--- src/rtl/hog_feature_reader_if.sv ---
// hog_feature_reader_if: valid/ready word stream from the HOG feature reader to its sink
//   m_tdata  - result word
//   m_tvalid - word available
//   m_tready - sink accepts the word
//   m_tlast  - final word of a transfer
interface hog_feature_reader_if #(parameter int QN = 10);
    logic [QN-1:0] m_tdata;
    logic          m_tvalid;
    logic          m_tready;
    logic          m_tlast;
    modport master (output m_tdata, m_tvalid, m_tlast, input m_tready);
    modport slave  (input m_tdata, m_tvalid, m_tlast, output m_tready);
endinterface

--- src/rtl/hog_feature_reader.sv ---
// hog_feature_reader: reads the four result BRAM banks interleaved and streams the words out
//   aclk, rst          - clock, synchronous active-high reset
//   start              - command pulse, taken only when idle
//   base_addr,word_cnt - first bank address, addresses per bank (4*word_cnt words)
//   busy, done         - transfer in progress, one-cycle completion pulse
//   res_enb_x/addrb_x  - bank read ports, res_doutb_x bank read data
//   m                  - output word stream (master side)
module hog_feature_reader #(
    parameter int RAM_AW     = 17,
    parameter int QN         = 10,
    parameter int RD_LAT     = 1,
    parameter int FIFO_DEPTH = 4
) (
    input  logic              aclk,
    input  logic              rst,
    input  logic              start,
    input  logic [RAM_AW-1:0] base_addr,
    input  logic [RAM_AW-1:0] word_cnt,
    output logic              busy,
    output logic              done,
    output logic              res_enb_0,
    output logic              res_enb_1,
    output logic              res_enb_2,
    output logic              res_enb_3,
    output logic [RAM_AW-1:0] res_addrb_0,
    output logic [RAM_AW-1:0] res_addrb_1,
    output logic [RAM_AW-1:0] res_addrb_2,
    output logic [RAM_AW-1:0] res_addrb_3,
    input  logic [QN-1:0]     res_doutb_0,
    input  logic [QN-1:0]     res_doutb_1,
    input  logic [QN-1:0]     res_doutb_2,
    input  logic [QN-1:0]     res_doutb_3,
    hog_feature_reader_if.master m
);
    localparam int PW = $clog2(FIFO_DEPTH);
    localparam int CW = PW + 1;
    localparam logic [1:0] IDLE = 2'd0, RUN = 2'd1, DRAIN = 2'd2, DONE = 2'd3;
    logic [1:0]        state;
    logic [RAM_AW-1:0] base, cnt, idx, addr;
    logic [1:0]        bank;
    logic [RD_LAT-1:0] pv;
    logic [1:0]        pb [RD_LAT];
    logic [QN-1:0]     mem [FIFO_DEPTH];
    logic [QN-1:0]     din;
    logic [PW-1:0]     wp, rp;
    logic [CW-1:0]     count, inflight;
    logic [RAM_AW+1:0] beat, last_beat;
    logic              issue, push, pop;
    always_comb begin
        inflight = '0;
        for (int i = 0; i < RD_LAT; i++) inflight = inflight + CW'(pv[i]);
    end
    // credit rule: a read is only launched if its word is guaranteed a FIFO slot
    assign issue = state == RUN && (count + inflight) < CW'(FIFO_DEPTH);
    assign addr = base + idx;
    assign res_enb_0 = issue && bank == 2'd0;
    assign res_enb_1 = issue && bank == 2'd1;
    assign res_enb_2 = issue && bank == 2'd2;
    assign res_enb_3 = issue && bank == 2'd3;
    assign res_addrb_0 = addr;
    assign res_addrb_1 = addr;
    assign res_addrb_2 = addr;
    assign res_addrb_3 = addr;
    assign push = pv[RD_LAT-1];
    assign din = pb[RD_LAT-1] == 2'd0 ? res_doutb_0 :
                 pb[RD_LAT-1] == 2'd1 ? res_doutb_1 :
                 pb[RD_LAT-1] == 2'd2 ? res_doutb_2 : res_doutb_3;
    assign pop = m.m_tvalid && m.m_tready;
    assign last_beat = {cnt, 2'b00} - 1'b1;
    assign m.m_tvalid = count != '0;
    assign m.m_tdata = m.m_tvalid ? mem[rp] : '0;
    assign m.m_tlast = m.m_tvalid && beat == last_beat;
    assign busy = state == RUN || state == DRAIN;
    assign done = state == DONE;
    // data path: bank-index pipe and FIFO storage need no reset
    always_ff @(posedge aclk) begin
        pb[0] <= bank;
        for (int i = 1; i < RD_LAT; i++) pb[i] <= pb[i-1];
        if (push) mem[wp] <= din;
    end
    always_ff @(posedge aclk) begin
        if (rst) begin
            state <= IDLE;
            base  <= '0;
            cnt   <= '0;
            idx   <= '0;
            bank  <= '0;
            pv    <= '0;
            wp    <= '0;
            rp    <= '0;
            count <= '0;
            beat  <= '0;
        end else begin
            pv[0] <= issue;
            for (int i = 1; i < RD_LAT; i++) pv[i] <= pv[i-1];
            wp    <= wp + PW'(push);
            rp    <= rp + PW'(pop);
            count <= count + CW'(push) - CW'(pop);
            if (pop) beat <= beat + 1'b1;
            if (state == IDLE && start) begin
                base  <= base_addr;
                cnt   <= word_cnt;
                idx   <= '0;
                bank  <= '0;
                beat  <= '0;
                state <= word_cnt == '0 ? DONE : RUN;
            end
            if (issue) begin
                bank <= bank + 1'b1;
                if (bank == 2'd3) idx <= idx + 1'b1;
                if (bank == 2'd3 && idx == cnt - 1'b1) state <= DRAIN;
            end
            // the final word leaving the FIFO implies nothing is in flight or buffered
            if (state == DRAIN && pop && m.m_tlast) state <= DONE;
            if (state == DONE) state <= IDLE;
        end
    end
endmodule

--- src/flat_wrapper.sv ---
// flat-port wrapper written by rule: the top's interface ports become plain ports
module hog_feature_reader_flat 
#(
    parameter int RAM_AW     = 17,
    parameter int QN         = 10,
    parameter int RD_LAT     = 1,
    parameter int FIFO_DEPTH = 4
)
  (aclk, rst, start, base_addr, word_cnt, busy, done, res_enb_0, res_enb_1, res_enb_2, res_enb_3, res_addrb_0, res_addrb_1, res_addrb_2, res_addrb_3, res_doutb_0, res_doutb_1, res_doutb_2, res_doutb_3, m_m_tdata, m_m_tvalid, m_m_tlast, m_m_tready);
  hog_feature_reader_if #(.QN(QN)) m_i ();
  input  logic aclk;
  input  logic rst;
  input  logic start;
  input  logic [RAM_AW-1:0] base_addr;
  input  logic [RAM_AW-1:0] word_cnt;
  output logic busy;
  output logic done;
  output logic res_enb_0;
  output logic res_enb_1;
  output logic res_enb_2;
  output logic res_enb_3;
  output logic [RAM_AW-1:0] res_addrb_0;
  output logic [RAM_AW-1:0] res_addrb_1;
  output logic [RAM_AW-1:0] res_addrb_2;
  output logic [RAM_AW-1:0] res_addrb_3;
  input  logic [QN-1:0] res_doutb_0;
  input  logic [QN-1:0] res_doutb_1;
  input  logic [QN-1:0] res_doutb_2;
  input  logic [QN-1:0] res_doutb_3;
  output wire logic [$bits(m_i.m_tdata)-1:0] m_m_tdata;
  output wire logic [$bits(m_i.m_tvalid)-1:0] m_m_tvalid;
  output wire logic [$bits(m_i.m_tlast)-1:0] m_m_tlast;
  input wire logic [$bits(m_i.m_tready)-1:0] m_m_tready;
  assign m_m_tdata = m_i.m_tdata;
  assign m_m_tvalid = m_i.m_tvalid;
  assign m_m_tlast = m_i.m_tlast;
  assign m_i.m_tready = m_m_tready;
  hog_feature_reader #(.RAM_AW(RAM_AW), .QN(QN), .RD_LAT(RD_LAT), .FIFO_DEPTH(FIFO_DEPTH)) u_core (.aclk(aclk), .rst(rst), .start(start), .base_addr(base_addr), .word_cnt(word_cnt), .busy(busy), .done(done), .res_enb_0(res_enb_0), .res_enb_1(res_enb_1), .res_enb_2(res_enb_2), .res_enb_3(res_enb_3), .res_addrb_0(res_addrb_0), .res_addrb_1(res_addrb_1), .res_addrb_2(res_addrb_2), .res_addrb_3(res_addrb_3), .res_doutb_0(res_doutb_0), .res_doutb_1(res_doutb_1), .res_doutb_2(res_doutb_2), .res_doutb_3(res_doutb_3), .m(m_i));
endmodule
--- config.mk ---
export PLATFORM = sky130hd
export DESIGN_NAME = hog_feature_reader_flat
export DESIGN_NICKNAME = d
export VERILOG_FILES = /design/src/rtl/hog_feature_reader_if.sv /design/src/rtl/hog_feature_reader.sv /design/src/flat_wrapper.sv
export SDC_FILE = /design/constraint.sdc
export NUM_CORES = 1
export LEC_CHECK = 0
export CAP_MARGIN = 40
export CELL_PAD_IN_SITES_DETAIL_PLACEMENT = 1
export CELL_PAD_IN_SITES_GLOBAL_PLACEMENT = 2
export CORE_MARGIN = 2
export CORE_UTILIZATION = 28
export DETAILED_ROUTE_END_ITERATION = 8
export PLACE_DENSITY_LB_ADDON = 0.1
export SLEW_MARGIN = 20
export SYNTH_ARGS = -nofsm -noshare
export SYNTH_HDL_FRONTEND = slang
export SYNTH_SLANG_ARGS = --single-unit
--- constraint.sdc ---
create_clock -name aclk -period 3.8 [get_ports aclk]
set_input_delay 1.14 -clock aclk [delete_from_list [all_inputs] [get_ports aclk]]
set_output_delay 1.14 -clock aclk [all_outputs]
set_load 0.02 [all_outputs]
==> results of run 1 <==
==> power groups by stage <==
stage	combinational, W	sequential, W	clock, W
final	0.00158	0.00153	0.00166
after floorplan	0.000938	0.00152	0
after detailed placement	0.00157	0.00156	0
after CTS	0.00159	0.00153	0.00170
after global routing	0.00172	0.00154	0.00176
after global placement	0.00153	0.00155	0
==> registers in the layout, indices dropped and copies added (netlist names) <==
signal	cells
u_core.push	1
u_core.wp	2
u_core.bank	2
u_core.pb	2
u_core.count	3
u_core.cnt	17
u_core.mem	40
u_core.beat	19
u_core.rp	2
u_core.idx	17
u_core.base	17
u_core.state	2
==> cells by family after synthesis <==
logic type / count (synthesis)
flops: 124
fa+ha+maj: 34
compound gates: 119
xor+xnor: 87
buf+inv: 114
simple gates: 291
mux: 28
==> final timing paths <==
check,start,endpoint,slack (ps)
max reg2reg,u_core.push,u_core.idx[15],890
max,u_core.cnt[1],m_m_tlast,-440
min reg2reg,u_core.bank[1],u_core.pb[0][1],430
min,u_core.bank[1],u_core.pb[0][1],430
==> per-layer routing <==
metal / wire [um] / GRT usage [%] / part of all wire, %
met1: 10100 / 20.5 / 43
met2: 12400 / 31.3 / 53
met3: 639 / 3.30 / 2.7
met4: 218 / 3.79 / 0.93
met5: 0 / 0 / 0
==> synthesized netlist by cell type, drive strengths merged, types with 16 or more instances <==
library cell / n / area, um^2
nand2: 100 / 375
dfxtp: 84 / 1680
a21oi: 64 / 320
nor2: 62 / 233
buf: 60 / 437
xor2: 44 / 385
xnor2: 41 / 359
edfxtp: 40 / 1200
ha: 33 / 413
clkbuf: 29 / 109
inv: 25 / 93.8
nand3: 23 / 115
mux4: 20 / 450
o21ai: 19 / 95.1
nand4: 16 / 100
==> critical path, stage by stage, from the launching register on <==
cell      delay (ps)
dfxtp_2          330
inv_2             60
ha_4             120
or4b_4           470
or4_4            470
nor4_4           220
xnor2_1          160
o211ai_1         100
or4_4            560
inv_4             70
buf_6            100
==> final cells by class <==
class                      count  area, um^2
tap                          335         419
sequential                   124        2890
clock inverter                15         175
fill                        2936       15300
clock buffer                  17         425
timing repair buffer         270        2500
inverter                      25        96.3
multi-input combinational    559        4250
==> through the flow <==
step / worst slack, ps / cells / total power (W)
finish: -439 / 1345 / 0.00477
global route: -564 / 1345 / 0.00502
CTS: -485 / 1337 / 0.00483
detailed placement: -605 / 1291 / 0.00313
global placement: -578 / 1289 / 0.00309
floorplan: -82.0 / 797 / 0.00246
==> what timing repair did <==
action                     in CTS  in global routing
gates resized for setup       265                 58
setup endpoints to repair      50                 46
buffers inserted               15                 10
gates cloned                    0                  0
pin swaps                      11                 23
==> results_dict.tcl, run 1 <==
set metrics [dict create \
    power_density_mw_per_mm2 443 \
    diodes 0 \
    drcViolationCount 0 \
    ant_nets 0 \
    postLayoutCoreUtil_pct 41.3 \
    clkTransAtPathRegs_ps 60 \
    ys_seq_elements 124 \
    holdPathStages 0 \
    die_h_um 167 \
    syn_inst 797 \
    rsz0062_at_grt "true" \
    drv_slew 0 \
    cts_root_buffer "clkbuf_16" \
    p_clk_share_pct 34.8 \
    tightest_slew_ps 781 \
    drv_cap 0 \
    grt_overflow_total 0 \
    yosys_most_used_dff "dfxtp_1" \
    slew-limit-headroom_pct 47.4 \
    synth_nets 909 \
    drt-pass1-iter-count 4 \
    crit_type "flip-flop to primary output" \
    tns_ps -2530 \
    fin_nets 1109 \
    critical_path_required_ps 2660 \
    design_area_mm2 0.0108 \
    synth_top_family_by_area "simple AND/OR/NAND/NOR gates" \
    start_kind "flip-flop" \
    synthAdderAreaFrac_pct 5.84 \
    internal_power_w 0.00317 \
    h-tree-depth 4 \
    fin_crit_sh_pct 112 \
    grt_pass1_vias 6793 \
    grt_max_degree 37 \
    synthArstFlopShare_pct 0 \
    syn2layout_area_growth_pct 45.1 \
    fin_worst_skew_ps 9.87 \
    ys_warn_count 0 \
    layout_commonest_cell "clkdlybuf4s50_1" \
    start_util_pct 28.4 \
    hold_slack_ps 433 \
    worst_slack_ps -439 \
    tritoncts "yes" \
    drt_iter0_drc 189 \
    routed_wl_um 23300 \
    synth-compound-area-share_pct 9.42 \
    cp_data_arrival_time_ps 3100 \
    via_per_inst 4.80 \
    synth_xor_xnor_area_share_pct 10.6 \
    synth-edff-count 40 \
    muxShareOfSynthArea_pct 7.21 \
    end_kind "primary output" \
    cts_buffers 17 \
    clock-sinks 124 \
    p_sw_w 0.00159 \
    post_route_cells_drive_above_1_share_pct 26.6 \
    seq_power_share_pct 32.1 \
    final_cell_mix "clkdlybuf4s50_1 (113), nand2_1 (100), buf_4 (100), dfxtp_1 (77)" \
    place_area_mm2 0.00959 \
    violations "setup timing" \
    insertion_delay_ps 430 \
    synth-seq-area-share_pct 38.9 \
    dr_total_vias 6451 \
    clockBufferDepth 2 \
    core_area_mm2 0.0261 \
    fmax_mhz 236 \
    status "finished with violations" \
    numPortBuffers 163 \
    syn_area_per_cell_um2 9.30 \
    grtUsageTotal_pct 17.0 \
    fin_crit_ps 4240 \
    combPwrFrac_pct 33.1 \
    p_sw_share_pct 33.5 \
    fp.dieW_um 167 \
    hold_viol 0 \
    grt_pass1_wl_um 37400 \
    dieArea_mm2 0.0278 \
    antenna_found_initial 0 \
    io_pins 164 \
    p_leak_nw 4.16 \
    hold_class "flip-flop to flip-flop" \
    cp_max_fo 3 \
    hpwl_um 18100 \
    place_congestion 0.823 \
    vdd_drop_max_mv 0.335 \
    postCtsHoldBufs 0 \
    reg2reg_depth 9 \
    setup_viol 20 \
    wl_per_cell_um 17.4 \
    yosys.area_share.simple_pct 19.4 \
    ys_types 58 \
    syn_area_mm2 0.00741 \
    num_rows 59 \
]
Power figures use the tool's default switching activity.
==> inputs of run 2 (changes only) <==
Settings changed: CORE_MARGIN 2 to 5.
==> results_dict.tcl, run 2 (synthesis results as in run 1) <==
set metrics [dict create \
    cp_max_fo 9 \
    worstHoldStart "u_core.bank[0]" \
    reg2reg_from "u_core.cnt[2]" \
    crit_type "flip-flop to primary output" \
    hold_viol 0 \
    grt_max_degree 37 \
    num_rows 59 \
    insertion_delay_ps 420 \
    drv_slew 0 \
    wl_per_cell_um 17.7 \
    end_kind "primary output" \
    dr_total_vias 6496 \
    fin_worst_skew_ps 6.38 \
    drt-pass1-iter-count 5 \
    grt_overflow_total 0 \
    dieArea_mm2 0.0298 \
    cp_data_arrival_time_ps 3110 \
    r2r_slack_ps 920 \
    layout_commonest_cell "clkdlybuf4s50_1" \
    numPortBuffers 163 \
    slew-limit-headroom_pct 43.1 \
    io_pins 164 \
    worst_slack_ps -445 \
    regMostFlops "u_core.mem" \
    fmax_mhz 236 \
    start_util_pct 28.4 \
    violations "setup timing" \
    diodes 0 \
    rsz0062_at_grt "true" \
    tritoncts "yes" \
    die_h_um 173 \
    critical_path_required_ps 2660 \
    post_route_cells_drive_above_1_share_pct 26.3 \
    core_area_mm2 0.0261 \
    drv_cap 0 \
    ant_nets 0 \
    largest_register_ffs 40 \
    p_sw_w 0.00160 \
    place_area_mm2 0.00958 \
    crit_start "u_core.cnt[2]" \
    hpwl_um 18600 \
    place_congestion 0.868 \
    h-tree-depth 4 \
    grt_pass1_wl_um 38600 \
    fin_nets 1109 \
    p_sw_share_pct 33.5 \
    grt_pass1_vias 7104 \
    status "finished with violations" \
    p_clk_share_pct 34.8 \
    vdd_drop_max_mv 0.306 \
    cp_top_family "simple AND/OR/NAND/NOR gates" \
    critical_path.max_stage_delay_ps 580 \
    grtUsageTotal_pct 15.9 \
    combPwrFrac_pct 33.0 \
    antenna_found_initial 0 \
    routed_wl_um 23800 \
    seq_power_share_pct 32.1 \
    cts_root_buffer "clkbuf_16" \
    fp.dieW_um 173 \
    cts_buffers 17 \
    setup_viol 20 \
    fin_crit_sh_pct 112 \
    internal_power_w 0.00317 \
    drt_iter0_drc 218 \
    path_cells "buf_4 > buf_4 > nor3_1 > and2_1 > xor2_1 > mux2_2 > a21oi_1 > or4_4 > inv_4 > buf_6" \
    syn2layout_area_growth_pct 44.4 \
    cp_slowest_cell "or4_4" \
    start_kind "flip-flop" \
    clkTransAtPathRegs_ps 60 \
    crit_top_cell "buf_4" \
    via_per_inst 4.83 \
    power_density_mw_per_mm2 445 \
    clock-sinks 124 \
    hold_class "flip-flop to flip-flop" \
    final_cell_mix "clkdlybuf4s50_1 (117), buf_4 (107), nand2_1 (100), dfxtp_1 (75)" \
    n_fill_cell 2939 \
    design_area_mm2 0.0107 \
    reg_top3 "u_core.mem: 40 flops, u_core.beat: 19 flops" \
    clockBufferDepth 2 \
    p_leak_nw 4.14 \
    path_buf_inv 4 \
    fin_crit_ps 4250 \
    tightest_slew_ps 845 \
    drcViolationCount 0 \
    postLayoutCoreUtil_pct 41.1 \
]
run 2: cell types whose count changed in the layout (fill, tap and decap cells not counted), sizes merged:
cell / previous run / this run
buf: 145 / 149
clkdlybuf4s50: 113 / 117
clkdlybuf4s15: 1 / 0
inv: 33 / 36
dlygate4sd2: 8 / 4
clkbuf: 20 / 17
clkinv: 4 / 1
run 2: final cells by class:
type                            instances  area, um^2  share of cell area [%]
Sequential cell                       124        2890                    27.0
Clock buffer                           17         425                    3.98
Clock inverter                         15         173                    1.61
Multi-Input combinational cell        559        4220                    39.4
Timing Repair Buffer                  270        2480                    23.1
Tap cell                              335         419                    3.92
Inverter                               25        96.3                   0.900
run 2: power by group through the flow:
stage / registers (W) / clock network (W) / logic [W]
3_5_place_dp: 0.00156 / 0 / 0.00156
3_3_place_gp: 0.00155 / 0 / 0.00153
5_1_grt: 0.00154 / 0.00179 / 0.00171
4_1_cts: 0.00153 / 0.00172 / 0.00159
6_report: 0.00153 / 0.00166 / 0.00157
2_1_floorplan: 0.00152 / 0 / 0.000938
run 2: timing repair:
item,4_1_cts,5_1_grt
buffers inserted,17,8
gates resized for setup,278,45
pin swaps,23,20
endpoints found under the setup margin,53,45
hold buffers,0,0
run 2: final timing paths:
kind,end,depth (start not counted)
setup / recovery,m_m_tlast,10
hold / removal,u_core.pb[0][0],0
setup reg to reg,u_core.state[0],10
hold reg to reg,u_core.pb[0][0],0
run 2: per-layer routing:
layer / up-vias / track usage (%) / part of all wire, %
met5: - / 0 / 0
met4: 0 / 4.59 / 1.8
met3: 28 / 3.10 / 3.2
met2: 129 / 28.6 / 51
met1: 3193 / 19.2 / 44
li1: 3146 / - / -
run 2: stage by stage:
step                      total power [W]  hold slack, ps  cells  worst slack [ps]  TNS (ps)
after CTS                         0.00484             425   1339              -492     -4540
final                             0.00477             418   1345              -445     -3290
after global placement            0.00308             402   1290              -556    -15140
after detailed placement          0.00312             415   1291              -532    -14830
after floorplan                   0.00246             382    797             -82.0      -315
after global routing              0.00505             448   1345              -654     -7370
==> inputs of run 3 (changes only) <==
Settings changed: CORE_MARGIN 5 to default, CORE_UTILIZATION 28 to 30.
Clock period 3.8 ns to 4.9 ns, I/O delays scaled along.
==> results_dict.tcl, run 3 (synthesis results as in run 1) <==
set metrics [dict create \
    fin_crit_sh_pct 98.2 \
    design_area_mm2 0.00978 \
    post_route_cells_drive_above_1_share_pct 12.0 \
    r2r_end "u_core.state[0]" \
    largest_register_ffs 40 \
    r2r_slack_ps 1970 \
    die_h_um 159 \
    grt_max_degree 52 \
    h-tree-depth 4 \
    slew-limit-headroom_pct 47.5 \
    n_fill_cell 2776 \
    syn2layout_area_growth_pct 31.9 \
    crit_type "flip-flop to primary output" \
    drt-pass1-iter-count 4 \
    drv_slew 0 \
    start_kind "flip-flop" \
    total_power_w 0.00360 \
    insertion_delay_ps 430 \
    power_density_mw_per_mm2 368 \
    setup_viol 0 \
    start_util_pct 30.6 \
    endpoint "m_m_tlast" \
    grtUsageTotal_pct 18.2 \
    io_pins 164 \
    post_cts_buffers 0 \
    fin_crit_ps 4810 \
    hold_viol 0 \
    dr_total_vias 6093 \
    reg2reg_from "u_core.cnt[0]" \
    clockBufferDepth 2 \
    cts_root_buffer "clkbuf_16" \
    crit_start "u_core.cnt[0]" \
    cp_data_arrival_time_ps 3340 \
    cp_max_fo 7 \
    end_kind "primary output" \
    cts_buffers 17 \
    hpwl_um 17300 \
    holdPathStages 0 \
    tritoncts "yes" \
    fin_worst_skew_ps 12.1 \
    diodes 0 \
    fmax_mhz 208 \
    vdd_drop_max_mv 0.196 \
    drv_cap 0 \
    grt_overflow_total 0 \
    grt_pass1_vias 6452 \
    status "complete, no violations" \
    clock-sinks 124 \
    wl_per_cell_um 17.6 \
    rsz0062_at_grt "true" \
    fin_nets 1031 \
    drt_iter0_drc 191 \
    final_cell_mix "clkdlybuf4s50_1 (128), nand2_1 (100), dfxtp_1 (82), a21oi_1 (63), nor2_1 (62)" \
    drcViolationCount 0 \
    reg2reg_depth 9 \
    clkTransAtPathRegs_ps 60 \
    numPortBuffers 163 \
    tightest_slew_ps 785 \
    via_per_inst 4.85 \
    ant_nets 0 \
    critical_path_required_ps 3430 \
    hold_class "flip-flop to flip-flop" \
    layout_commonest_cell "clkdlybuf4s50_1" \
    p_leak_nw 3.91 \
    antenna_found_initial 0 \
    regMostFlops "u_core.mem" \
    place_congestion 0.872 \
    dieArea_mm2 0.0253 \
    grt_pass1_wl_um 35800 \
    fp.dieW_um 159 \
    reg_top3 "u_core.mem: 40 flops, u_core.beat: 19 flops" \
    routed_wl_um 22100 \
    core_area_mm2 0.0242 \
    place_area_mm2 0.00912 \
    num_rows 57 \
]
[run 3: report_power, final]
group	leakage, nW	internal [W]	switching (W)	total [W]
combinational	2.58	0.000526	0.000561	0.00109
sequential	1.05	0.00113	0.0000917	0.00122
clock	0.289	0.000729	0.000562	0.00129
[run 3: routing by layer]
metal	wire length [um]	part of all wire, %	global-route usage (%)
met2	11100	50	32.0
met5	0	0	0
met4	380	1.7	5.51
met3	687	3.1	3.59
met1	9900	45	22.4
[run 3: how the worst min path moves through the flow]
stage | startpoint | end | slack, ps
2_1_floorplan | u_core.bank[1] | u_core.pb[0][1] | 380
3_5_place_dp | u_core.bank[0] | u_core.pb[0][0] | 410
4_1_cts | u_core.bank[0] | u_core.pb[0][0] | 420
6_report | u_core.bank[0] | u_core.pb[0][0] | 410
3_3_place_gp | u_core.bank[1] | u_core.pb[0][1] | 400
5_1_grt | u_core.bank[0] | u_core.pb[0][0] | 440
[run 3: area by class of cell]
| class | instances | area, um^2 | share of cell area, % |
|---|---|---|---|
| Multi-Input combinational cell | 559 | 3930 | 40.2 |
| Inverter | 25 | 93.8 | 0.960 |
| Sequential cell | 124 | 2890 | 29.5 |
| Clock buffer | 17 | 425 | 4.35 |
| Clock inverter | 15 | 173 | 1.77 |
| Tap cell | 324 | 405 | 4.15 |
| Timing Repair Buffer | 192 | 1860 | 19.0 |
[run 3: worst max-delay path: stages (launching register included)]
cell       delay, ps
dfxtp_4          370
inv_1             60
ha_1             160
or4b_4           520
or4_4            500
xnor2_1          170
a2111oi_2        290
nand4_1          130
or4_4            530
inv_2             70
buf_4            130
[run 3: through the flow]
stage	instances	setup WS, ps	setup TNS [ps]	hold slack, ps	util, %
6_report	1256	87.5	0	414	40.3
5_1_grt	1256	-151	-492	436	40.3
4_1_cts	1255	4.15	0	419	40.1
3_5_place_dp	1223	143	0	411	37.6
3_3_place_gp	1221	311	0	400	37.5
2_1_floorplan	797	344	0	382	-
[run 3: repair_timing]
action,in CTS,in global routing
endpoints found under the setup margin,33,27
resized for setup,22,34
pin swaps,2,1
hold buffers,0,0
